`config.mk`:
```
export PLATFORM = sky130hd
export DESIGN_NAME = wboled_fifo_flat
export DESIGN_NICKNAME = d
export VERILOG_FILES = /design/src/rtl/wboled_fifo_if.sv /design/src/rtl/wboled_fifo.sv /design/src/flat_wrapper.sv
export SDC_FILE = /design/constraint.sdc
export NUM_CORES = 1
export LEC_CHECK = 0
export CORE_UTILIZATION = 60
export DETAILED_ROUTE_END_ITERATION = 12
export PLACE_DENSITY = 0.78
export SETUP_SLACK_MARGIN = 0.02
export SYNTH_ARGS = -nofsm -noshare
export SYNTH_HDL_FRONTEND = slang
export SYNTH_SLANG_ARGS = --single-unit
export TNS_END_PERCENT = 20
```
`constraint.sdc`:
```
create_clock -name i_clk -period 3.7 [get_ports i_clk]
set_input_delay 0.37 -clock i_clk [delete_from_list [all_inputs] [get_ports i_clk]]
set_output_delay 0.37 -clock i_clk [all_outputs]
set_load 0.03 [all_outputs]
```
`src/rtl/wboled_fifo_if.sv`:
```
// Wishbone slave bus bundle for the OLED FIFO controller.
// The master drives the request and write data; the slave returns ack, stall and read data.
interface wboled_fifo_if;
    logic        cyc;
    logic        stb;
    logic        we;
    logic [1:0]  addr;
    logic [31:0] wdata;
    logic        ack;
    logic        stall;
    logic [31:0] rdata;

    modport master (output cyc, stb, we, addr, wdata, input ack, stall, rdata);
    modport slave  (input cyc, stb, we, addr, wdata, output ack, stall, rdata);
endinterface

```
`src/rtl/wboled_fifo.sv`:
```
// Wishbone OLED controller: bus writes queue command/pixel entries in a FIFO,
// and a serializer shifts each entry out over SPI inside its own CSn frame.
// Also provides sticky overflow, a fill-level interrupt, flush and power-rail control.
module wboled_fifo #(
    parameter int LGFIFO = 5,
    parameter int DIV    = 4,
    parameter int GAP    = 2
) (
    input  logic          i_clk,
    input  logic          i_reset_n,
    wboled_fifo_if.slave  wb,
    output logic          o_sck,
    output logic          o_mosi,
    output logic          o_csn,
    output logic          o_dbit,
    output logic [2:0]    o_pwr,
    output logic          o_int
);
    localparam int DEPTH = 1 << LGFIFO;

    typedef enum logic [2:0] {S_IDLE, S_SETUP, S_LOW, S_HIGH, S_GAP} state_t;

    state_t            state;
    logic [17:0]       mem [DEPTH];
    logic [LGFIFO-1:0] wr_ptr, rd_ptr;
    logic [LGFIFO:0]   fill;
    logic [12:0]       fill_ext;
    logic              overflow;
    logic [12:0]       thresh;
    logic              req, wr, ctrl_wr, flush, push_req, push_ok, pop, full, empty, busy;
    logic [17:0]       push_entry, head;
    logic [2:0]        pwr_next;
    logic [31:0]       rd_mux;
    logic [15:0]       shreg;
    logic [4:0]        nbits;
    logic [7:0]        timer;
    logic              unused_bits;

    assign req      = wb.cyc && wb.stb;
    assign wr       = req && wb.we;
    assign ctrl_wr  = wr && (wb.addr == 2'd0);
    assign flush    = ctrl_wr && wb.wdata[31];
    assign push_req = wr && ((wb.addr == 2'd1) || (wb.addr == 2'd2));
    assign full     = (fill == (LGFIFO+1)'(DEPTH));
    assign empty    = (fill == '0);
    assign busy     = (state != S_IDLE);
    assign pop      = (state == S_IDLE) && !empty;
    // A pop in the same cycle frees a slot, so a push to a full FIFO still lands.
    assign push_ok  = push_req && (!full || pop) && !flush;
    assign head     = mem[rd_ptr];
    assign fill_ext = {{(12-LGFIFO){1'b0}}, fill};
    assign wb.stall = 1'b0;
    assign unused_bits = ^wb.wdata[29:19];

    // Build the FIFO entry, the next power state and the read mux.
    always_comb begin
        push_entry = {1'b0, wb.wdata[16], wb.wdata[15:0]};
        if (wb.addr == 2'd2)
            push_entry = {1'b1, 1'b1, wb.wdata[15:0]};
        pwr_next = (o_pwr & ~wb.wdata[18:16]) | (wb.wdata[2:0] & wb.wdata[18:16]);
        // VCC may only be enabled while the module rail is on.
        if (!pwr_next[0])
            pwr_next[1] = 1'b0;
        case (wb.addr)
            2'd0:    rd_mux = {overflow, 2'b00, fill_ext, 8'h00, full, empty, busy, 2'b00, o_pwr};
            2'd3:    rd_mux = {19'h0, thresh};
            default: rd_mux = 32'h0;
        endcase
    end

    // FIFO storage write port.
    always_ff @(posedge i_clk) begin
        if (push_ok)
            mem[wr_ptr] <= push_entry;
    end

    // FIFO pointers, fill level and sticky overflow; flush takes priority over push/pop.
    always_ff @(posedge i_clk or negedge i_reset_n) begin
        if (!i_reset_n) begin
            wr_ptr   <= '0;
            rd_ptr   <= '0;
            fill     <= '0;
            overflow <= 1'b0;
        end else begin
            if (flush) begin
                wr_ptr <= '0;
                rd_ptr <= '0;
                fill   <= '0;
            end else begin
                if (push_ok)
                    wr_ptr <= wr_ptr + 1'b1;
                if (pop)
                    rd_ptr <= rd_ptr + 1'b1;
                case ({push_ok, pop})
                    2'b10:   fill <= fill + 1'b1;
                    2'b01:   fill <= fill - 1'b1;
                    default: fill <= fill;
                endcase
            end
            if (ctrl_wr && wb.wdata[30])
                overflow <= 1'b0;
            else if (push_req && !flush && full && !pop)
                overflow <= 1'b1;
        end
    end

    // Bus acknowledge, read data, control registers and the level interrupt.
    always_ff @(posedge i_clk or negedge i_reset_n) begin
        if (!i_reset_n) begin
            wb.ack   <= 1'b0;
            wb.rdata <= 32'h0;
            o_pwr    <= 3'b000;
            thresh   <= 13'h0;
            o_int    <= 1'b0;
        end else begin
            wb.ack <= req;
            if (req)
                wb.rdata <= rd_mux;
            if (ctrl_wr)
                o_pwr <= pwr_next;
            if (wr && (wb.addr == 2'd3))
                thresh <= wb.wdata[12:0];
            o_int <= (fill_ext <= thresh) && !overflow;
        end
    end

    // Serializer: one CSn frame per entry, SCK idles high, MOSI changes on the falling edge.
    always_ff @(posedge i_clk or negedge i_reset_n) begin
        if (!i_reset_n) begin
            state  <= S_IDLE;
            o_sck  <= 1'b1;
            o_mosi <= 1'b0;
            o_csn  <= 1'b1;
            o_dbit <= 1'b0;
            shreg  <= 16'h0;
            nbits  <= 5'd0;
            timer  <= 8'd0;
        end else begin
            case (state)
                S_IDLE: begin
                    if (pop) begin
                        shreg  <= head[16] ? head[15:0] : {head[7:0], 8'h00};
                        nbits  <= head[16] ? 5'd16 : 5'd8;
                        o_dbit <= head[17];
                        o_csn  <= 1'b0;
                        timer  <= 8'(DIV - 1);
                        state  <= S_SETUP;
                    end
                end
                S_SETUP: begin
                    if (timer == 8'd0) begin
                        o_sck  <= 1'b0;
                        o_mosi <= shreg[15];
                        timer  <= 8'(DIV - 1);
                        state  <= S_LOW;
                    end else begin
                        timer <= timer - 1'b1;
                    end
                end
                S_LOW: begin
                    if (timer == 8'd0) begin
                        o_sck <= 1'b1;
                        timer <= 8'(DIV - 1);
                        state <= S_HIGH;
                    end else begin
                        timer <= timer - 1'b1;
                    end
                end
                S_HIGH: begin
                    if (timer == 8'd0) begin
                        shreg <= {shreg[14:0], 1'b0};
                        nbits <= nbits - 1'b1;
                        if (nbits == 5'd1) begin
                            o_csn <= 1'b1;
                            timer <= 8'(GAP - 1);
                            state <= S_GAP;
                        end else begin
                            o_sck  <= 1'b0;
                            o_mosi <= shreg[14];
                            timer  <= 8'(DIV - 1);
                            state  <= S_LOW;
                        end
                    end else begin
                        timer <= timer - 1'b1;
                    end
                end
                S_GAP: begin
                    if (timer == 8'd0)
                        state <= S_IDLE;
                    else
                        timer <= timer - 1'b1;
                end
                default: state <= S_IDLE;
            endcase
        end
    end
endmodule

```
`src/flat_wrapper.sv`:
```
// flat-port wrapper written by rule: the top's interface ports become plain ports
module wboled_fifo_flat 
#(
    parameter int LGFIFO = 5,
    parameter int DIV    = 4,
    parameter int GAP    = 2
)
  (i_clk, i_reset_n, o_sck, o_mosi, o_csn, o_dbit, o_pwr, o_int, wb_cyc, wb_stb, wb_we, wb_addr, wb_wdata, wb_ack, wb_stall, wb_rdata);
  wboled_fifo_if wb_i ();
  input  logic i_clk;
  input  logic i_reset_n;
  output logic o_sck;
  output logic o_mosi;
  output logic o_csn;
  output logic o_dbit;
  output logic [2:0] o_pwr;
  output logic o_int;
  input wire logic [$bits(wb_i.cyc)-1:0] wb_cyc;
  input wire logic [$bits(wb_i.stb)-1:0] wb_stb;
  input wire logic [$bits(wb_i.we)-1:0] wb_we;
  input wire logic [$bits(wb_i.addr)-1:0] wb_addr;
  input wire logic [$bits(wb_i.wdata)-1:0] wb_wdata;
  output wire logic [$bits(wb_i.ack)-1:0] wb_ack;
  output wire logic [$bits(wb_i.stall)-1:0] wb_stall;
  output wire logic [$bits(wb_i.rdata)-1:0] wb_rdata;
  assign wb_i.cyc = wb_cyc;
  assign wb_i.stb = wb_stb;
  assign wb_i.we = wb_we;
  assign wb_i.addr = wb_addr;
  assign wb_i.wdata = wb_wdata;
  assign wb_ack = wb_i.ack;
  assign wb_stall = wb_i.stall;
  assign wb_rdata = wb_i.rdata;
  wboled_fifo #(.LGFIFO(LGFIFO), .DIV(DIV), .GAP(GAP)) u_core (.i_clk(i_clk), .i_reset_n(i_reset_n), .wb(wb_i), .o_sck(o_sck), .o_mosi(o_mosi), .o_csn(o_csn), .o_dbit(o_dbit), .o_pwr(o_pwr), .o_int(o_int));
endmodule
```
==> results of run 1 <==
-- kinds of logic after synthesis --
kind of cell             share of synthesized area, %
AO/OA/AOI/OAI                                    5.26
XOR/XNOR                                        0.623
multiplexers                                     13.6
adder cells (fa/ha/maj)                         0.984
flip-flops                                       73.3
buffers and inverters                            2.23
other                                          0.0140
AND/OR/NAND/NOR                                  3.96
-- layout make-up --
type,count,area share [%]
Multi-Input combinational cell,691,21.8
Clock buffer,85,5.98
Tap cell,585,2.40
Inverter,26,0.320
Clock inverter,34,0.881
Sequential cell,667,64.1
Timing Repair Buffer,141,4.46
-- state kept, by name, indices dropped and copies added, names as in the netlist, 2 cells and up, named ones only --
register / flops
u_core.fill: 6
u_core.mem: 576
u_core.nbits: 5
u_core.o_pwr: 2
u_core.rd_ptr: 5
u_core.shreg: 16
u_core.state: 3
u_core.thresh: 13
u_core.timer: 8
u_core.wb.rdata: 20
u_core.wr_ptr: 5
-- power by group --
group	leakage, nW	total [mW]	internal, mW	switching, mW
registers	6.33	9.02	8.53	0.487
clock network	1.03	6.49	3.72	2.77
logic	3.02	4.02	1.89	2.13
total	10.4	19.5	14.1	5.39
-- through the flow --
step | total power [mW] | setup WS (ps) | cells | hold WS (ps)
3_5_place_dp | 13.2 | 99.3 | 2109 | 462
3_3_place_gp | 13.0 | 252 | 2109 | 452
6_report | 19.5 | 366 | 2229 | 362
5_1_grt | 20.2 | 163 | 2229 | 364
4_1_cts | 19.6 | 432 | 2229 | 339
2_1_floorplan | 12.0 | 807 | 1473 | 74.4
-- worst register-to-register path: cells and delay by family (launching register included) --
family / cells / cell delay [ps]
AOI/OAI and AO/OA: 4 / 990
xor gates and xnor gates: 1 / 140
adders and majority gates: 1 / 300
buffers and inverters: 1 / 110
DFF: 1 / 490
and+or+nand+nor: 5 / 1160
-- how the worst min path moves through the flow --
| stage | start | end | slack [ps] | cells past startpoint |
|---|---|---|---|---|
| 6_report | wb_wdata[30] | u_core.overflow | 360 | 2 |
| 5_1_grt | wb_wdata[30] | u_core.overflow | 360 | 2 |
| 4_1_cts | wb_wdata[30] | u_core.overflow | 340 | 2 |
| 3_5_place_dp | u_core.wb.rdata[3] | u_core.wb.rdata[3] | 460 | 2 |
| 3_3_place_gp | u_core.shreg[0] | u_core.shreg[0] | 450 | 2 |
| 2_1_floorplan | i_reset_n | async pin | 70 | 0 |
-- routing by layer --
metal	vias up	GRT usage (%)	wire length, um
met2	766	44.9	30100
li1	6078	-	-
met3	131	5.38	5050
met1	7501	38.3	23700
met4	2	10.8	1940
met5	-	0	12
-- cells in the mapped netlist, types with 8 or more instances --
| cell type | count | share of area, % |
|---|---|---|
| a211o_1 | 14 | 0.46 |
| inv_1 | 25 | 0.35 |
| buf_2 | 9 | 0.17 |
| o22ai_1 | 10 | 0.23 |
| nor3_1 | 8 | 0.15 |
| dfrtp_1 | 89 | 8.3 |
| nand2_1 | 80 | 1.1 |
| nand3_1 | 22 | 0.41 |
| o21ai_0 | 46 | 0.86 |
| mux4_2 | 129 | 11 |
| buf_1 | 10 | 0.14 |
| edfxtp_1 | 576 | 65 |
| a22oi_1 | 26 | 0.73 |
| mux2_2 | 16 | 0.67 |
| clkbuf_1 | 38 | 0.53 |
| nor2_1 | 75 | 1.1 |
| ha_1 | 21 | 0.98 |
| xor2_1 | 14 | 0.46 |
| o221ai_1 | 9 | 0.30 |
| mux2i_1 | 53 | 2.0 |
| a22o_1 | 14 | 0.46 |
| buf_4 | 24 | 0.67 |
| a21oi_1 | 46 | 0.86 |
==> results.cfg, run 1 <==
[status]
status = completed

[sta]
fin_crit_ps = 3330
finClkSkew_ps = 16.2
max_freq_ghz = 0.300
slew_violations = 0
tightestPinTransition_ps = 1350
finalHoldViolCount = 0
setup_tns_ps = 0
post-route-period-util_pct = 90.1
max-slew-margin-rel_pct = 9.98
rsz0062_at_grt = no
setup_viol = 0

[drt]
vias = 14500
wire_per_inst_um = 27.3
drt-total-wl_mm = 60.8
drc = 0
initialDrtViolationCount = 2029
drtPass1Iterations = 5
avgViaCountPerCell = 6.50
detail-route-antenna-nets = 0

[floorplanning]
die_width_um = 213
core-area_sq_um = 43500
dieHeight_um = 213
initial_core_util_pct = 61.5
placementRows = 76
dieArea_sq_um = 45400
io_pins = 81

[clocking]
path_clk_slew_ps = 60
cts_setup_buffers = 0
clock_latency_ps = 600
root_buffer = clkbuf_16
ctsResizeCount = 0
clock-sinks = 667
cts_buffer_depth = 3
cts_hold_buf = 1
htree_levels = 3
cts_made_buffers = 67
cts_tree = yes

[setup_path]
r2r_cells = 12
cp.buffers_inverters = 1
slowest_stage = dfrtp_1
critPathTopFamily = simple AND/OR/NAND/NOR gates
startpoint = u_core.state[1]
crit_path_cell_trace = or3_1, and3_1, nor2b_1, inv_1, ha_1, nand3b_1, a21boi_0, o21ai_0, a211oi_1, o31ai_1, xnor2_1, nor2_1
critPathArrivalTime_ps = 3790
worstSetupEndpoint = u_core.fill[5]
cp_slowest_stage_delay_ps = 490
cp.depth = 12
required_ps = 4150
reg2reg_from = u_core.state[1]
crit_fanout = 12
crit_type = flip-flop to flip-flop
end_kind = flip-flop
rrSetupSlack_ps = 370
rr_endpoint = u_core.fill[5]
worstSetupStartpointType = flip-flop

[layout]
seq_area_sq_um = 19600
fill_cells = 2631
fin_util_pct = 70.3
final_cell_mix = 576 x edfxtp_1, 129 x mux4_2, 86 x dfrtp_1, 80 x nand2_1, 72 x buf_4
area_growth_pct = 14.3
layout_commonest_cell = edfxtp_1
drive_gt1_share_pct = 22.5
design_area_sq_um = 30500
antennaDiodeCount = 0
multi_input_area_sq_um = 6670
final_nets = 1654

[placed_design]
place_area_sq_um = 28400
port_buffers = 56
gp_congestion = 0.880
place_hpwl_mm = 36.8

[grt]
grt.overflow.total = 0
grt_max_degree = 64
grt_pass1_vias = 14700
grt_use_total_pct = 28.0
grt_antenna_before_repair = 1
grt_pass1_wl_mm = 90.9

[logic_synthesis]
netlist_area_sq_um = 26700
async_flop_share_pct = 13.6
synth_enable_flop_cells = 576
yosysSeqAreaShare_pct = 73.3
ys_types = 68
yosys_warnings = 0
syn_area_per_cell_sq_um = 18.3
syn_inst = 1461
synth_ff_type = edfxtp_1
yosys_register_bits = 667

[power]
p_leak_nw = 10.4
p_per_area_nw_per_um2 = 639
irDropWorstVdd_v = 0.000424

[min_path]
hold_class = input pin to flip-flop

[job]
drv_cap = 0
Power figures use the tool's default switching activity.
==> run 2: changes to the inputs <==
SLEW_MARGIN = 5   (was not set)
==> results.cfg, run 2 (synthesis results as in run 1) <==
[floorplanning]
dieHeight_um = 213
initial_core_util_pct = 61.5
die_width_um = 213
core-area_sq_um = 43500
dieArea_sq_um = 45400
placementRows = 76
io_pins = 81

[sta]
setup_viol = 0
fin_crit_ps = 3320
slew_violations = 0
rsz0062_at_grt = no
post-route-period-util_pct = 89.8
setup_tns_ps = 0
max_freq_ghz = 0.301
finalHoldViolCount = 0
tightestPinTransition_ps = 1340
max-slew-margin-rel_pct = 10.3
finClkSkew_ps = 16.0

[clocking]
cts_buffer_depth = 3
clock-sinks = 667
root_buffer = clkbuf_16
htree_levels = 3
cts_setup_buffers = 0
cts_tree = yes
path_clk_slew_ps = 60
cts_made_buffers = 67
clock_latency_ps = 590

[setup_path]
crit_path_cell_trace = or3_1, and3_1, nor2b_1, inv_1, ha_1, nand3b_1, a21boi_0, o21ai_0, a211oi_1, o31ai_1, xnor2_1, nor2_1
cp.buffers_inverters = 1
critPathArrivalTime_ps = 3770
end_kind = flip-flop
crit_type = flip-flop to flip-flop
r2r_cells = 12
required_ps = 4150
cp.depth = 12
crit_fanout = 12
cp_slowest_stage_delay_ps = 490
critPathTopFamily = simple AND/OR/NAND/NOR gates
worstSetupStartpointType = flip-flop
slowest_stage = dfrtp_1

[power]
combPwrFrac_pct = 20.6
p_seq_share_pct = 46.2
total_power_mw = 19.5
p_leak_nw = 10.4
sw_frac_of_total_pct = 27.6
irDropWorstVdd_v = 0.000424
p_clk_share_pct = 33.2
p_per_area_nw_per_um2 = 639
switchingPower_mw = 5.38
internal-power_mw = 14.1

[grt]
grt_use_met1_pct = 38.3
met2_usage_pct = 44.9
grt_max_degree = 64
grt_pass1_wl_mm = 90.9
grt.overflow.total = 0
grt_pass1_vias = 14700
grt_use_total_pct = 28.0
grt_use_met3_pct = 5.38
busiest_layer = met2
grt_antenna_before_repair = 1

[layout]
final_cell_mix = 576 x edfxtp_1, 129 x mux4_2, 86 x dfrtp_1, 80 x nand2_1, 72 x buf_4
layout_commonest_cell = edfxtp_1
top_regs = u_core.mem (576), u_core.wb.rdata (20), u_core.shreg (16)
final_nets = 1654
largest_register = u_core.mem
fin_util_pct = 70.3
stdcell_count = 2230
area_growth_pct = 14.3
drive_gt1_share_pct = 22.6
largest_register_ffs = 576

[placed_design]
gp_congestion = 0.880
dpl.cell_count = 2109
port_buffers = 56
place_hpwl_mm = 36.8

[min_path]
hold_class = input pin to flip-flop
hold_depth = 2

[drt]
vias = 14500
avgViaCountPerCell = 6.49
detail-route-antenna-nets = 0
initialDrtViolationCount = 2116
drtPass1Iterations = 6
wire_per_inst_um = 27.2
drt-total-wl_mm = 60.7
drc = 0

[status]
status = completed

[job]
drv_cap = 0
## run 2: cell count changes in the layout (fill, tap and decap cells not counted)
cell,change
buf_2,+1
clkdlybuf4s50_1,-1
diode_2,+1
## run 2: worst paths after layout
path / start / to / slack (ps)
min in group asynchronous: i_reset_n / u_core.wb.rdata[3] / 400
min: wb_wdata[30] / u_core.overflow / 370
max in group asynchronous: i_reset_n / u_core.rd_ptr[0] / 2380
max: u_core.state[1] / u_core.fill[5] / 380
max reg2reg: u_core.state[1] / u_core.fill[5] / 380
min reg2reg: u_core.wb.rdata[8] / u_core.wb.rdata[8] / 470
## run 2: layout make-up
cell class / count / area [sq um]
well taps: 585 / 732
diodes: 1 / 2.50
flip-flops and latches: 667 / 19600
inverters: 26 / 97.6
repair buffers: 141 / 1360
multi-input cells: 691 / 6670
clock inverters: 34 / 269
clock buffers: 85 / 1830
fillers: 2632 / 12900
## run 2: power by group through the flow
stage                     Sequential, mW  Clock, mW  Combinational (mW)
final                               9.01       6.48                4.02
after CTS                           9.00       6.56                4.04
after detailed placement            9.16          0                4.00
after floorplan                     8.97          0                3.00
after global placement              9.13          0                3.88
after global routing                9.06       6.82                4.34
## run 2: worst register-to-register path: cells and delay by family (launching register included)
| family | cells | cell delay [ps] |
|---|---|---|
| adder cells (fa/ha/maj) | 1 | 300 |
| AND/OR/NAND/NOR | 5 | 1170 |
| buffers and inverters | 1 | 100 |
| AO/OA/AOI/OAI | 4 | 980 |
| flip-flops | 1 | 490 |
| XOR/XNOR | 1 | 140 |
## run 2: per-stage QoR
| stage | hold slack (ps) | worst slack (ps) | instance area, sq um |
|---|---|---|---|
| 2_1_floorplan | 74.4 | 807 | 26800 |
| 3_3_place_gp | 452 | 252 | 28400 |
| 3_5_place_dp | 462 | 99.3 | 28400 |
| 4_1_cts | 339 | 432 | 30500 |
| 5_1_grt | 364 | 163 | 30500 |
| 6_report | 366 | 378 | 30500 |
## run 2: metal layers
metal / share of wire [%] / vias to the layer above
met5: 0.020 / -
met4: 3.6 / 2
met3: 8.8 / 153
met2: 49 / 785
met1: 39 / 7458
li1: - / 6077
## run 2: timing repair
action                    in CTS  in global routing
hold endpoints to repair      60                  0
gates resized for setup        0                  0
hold buffers                   1                  0
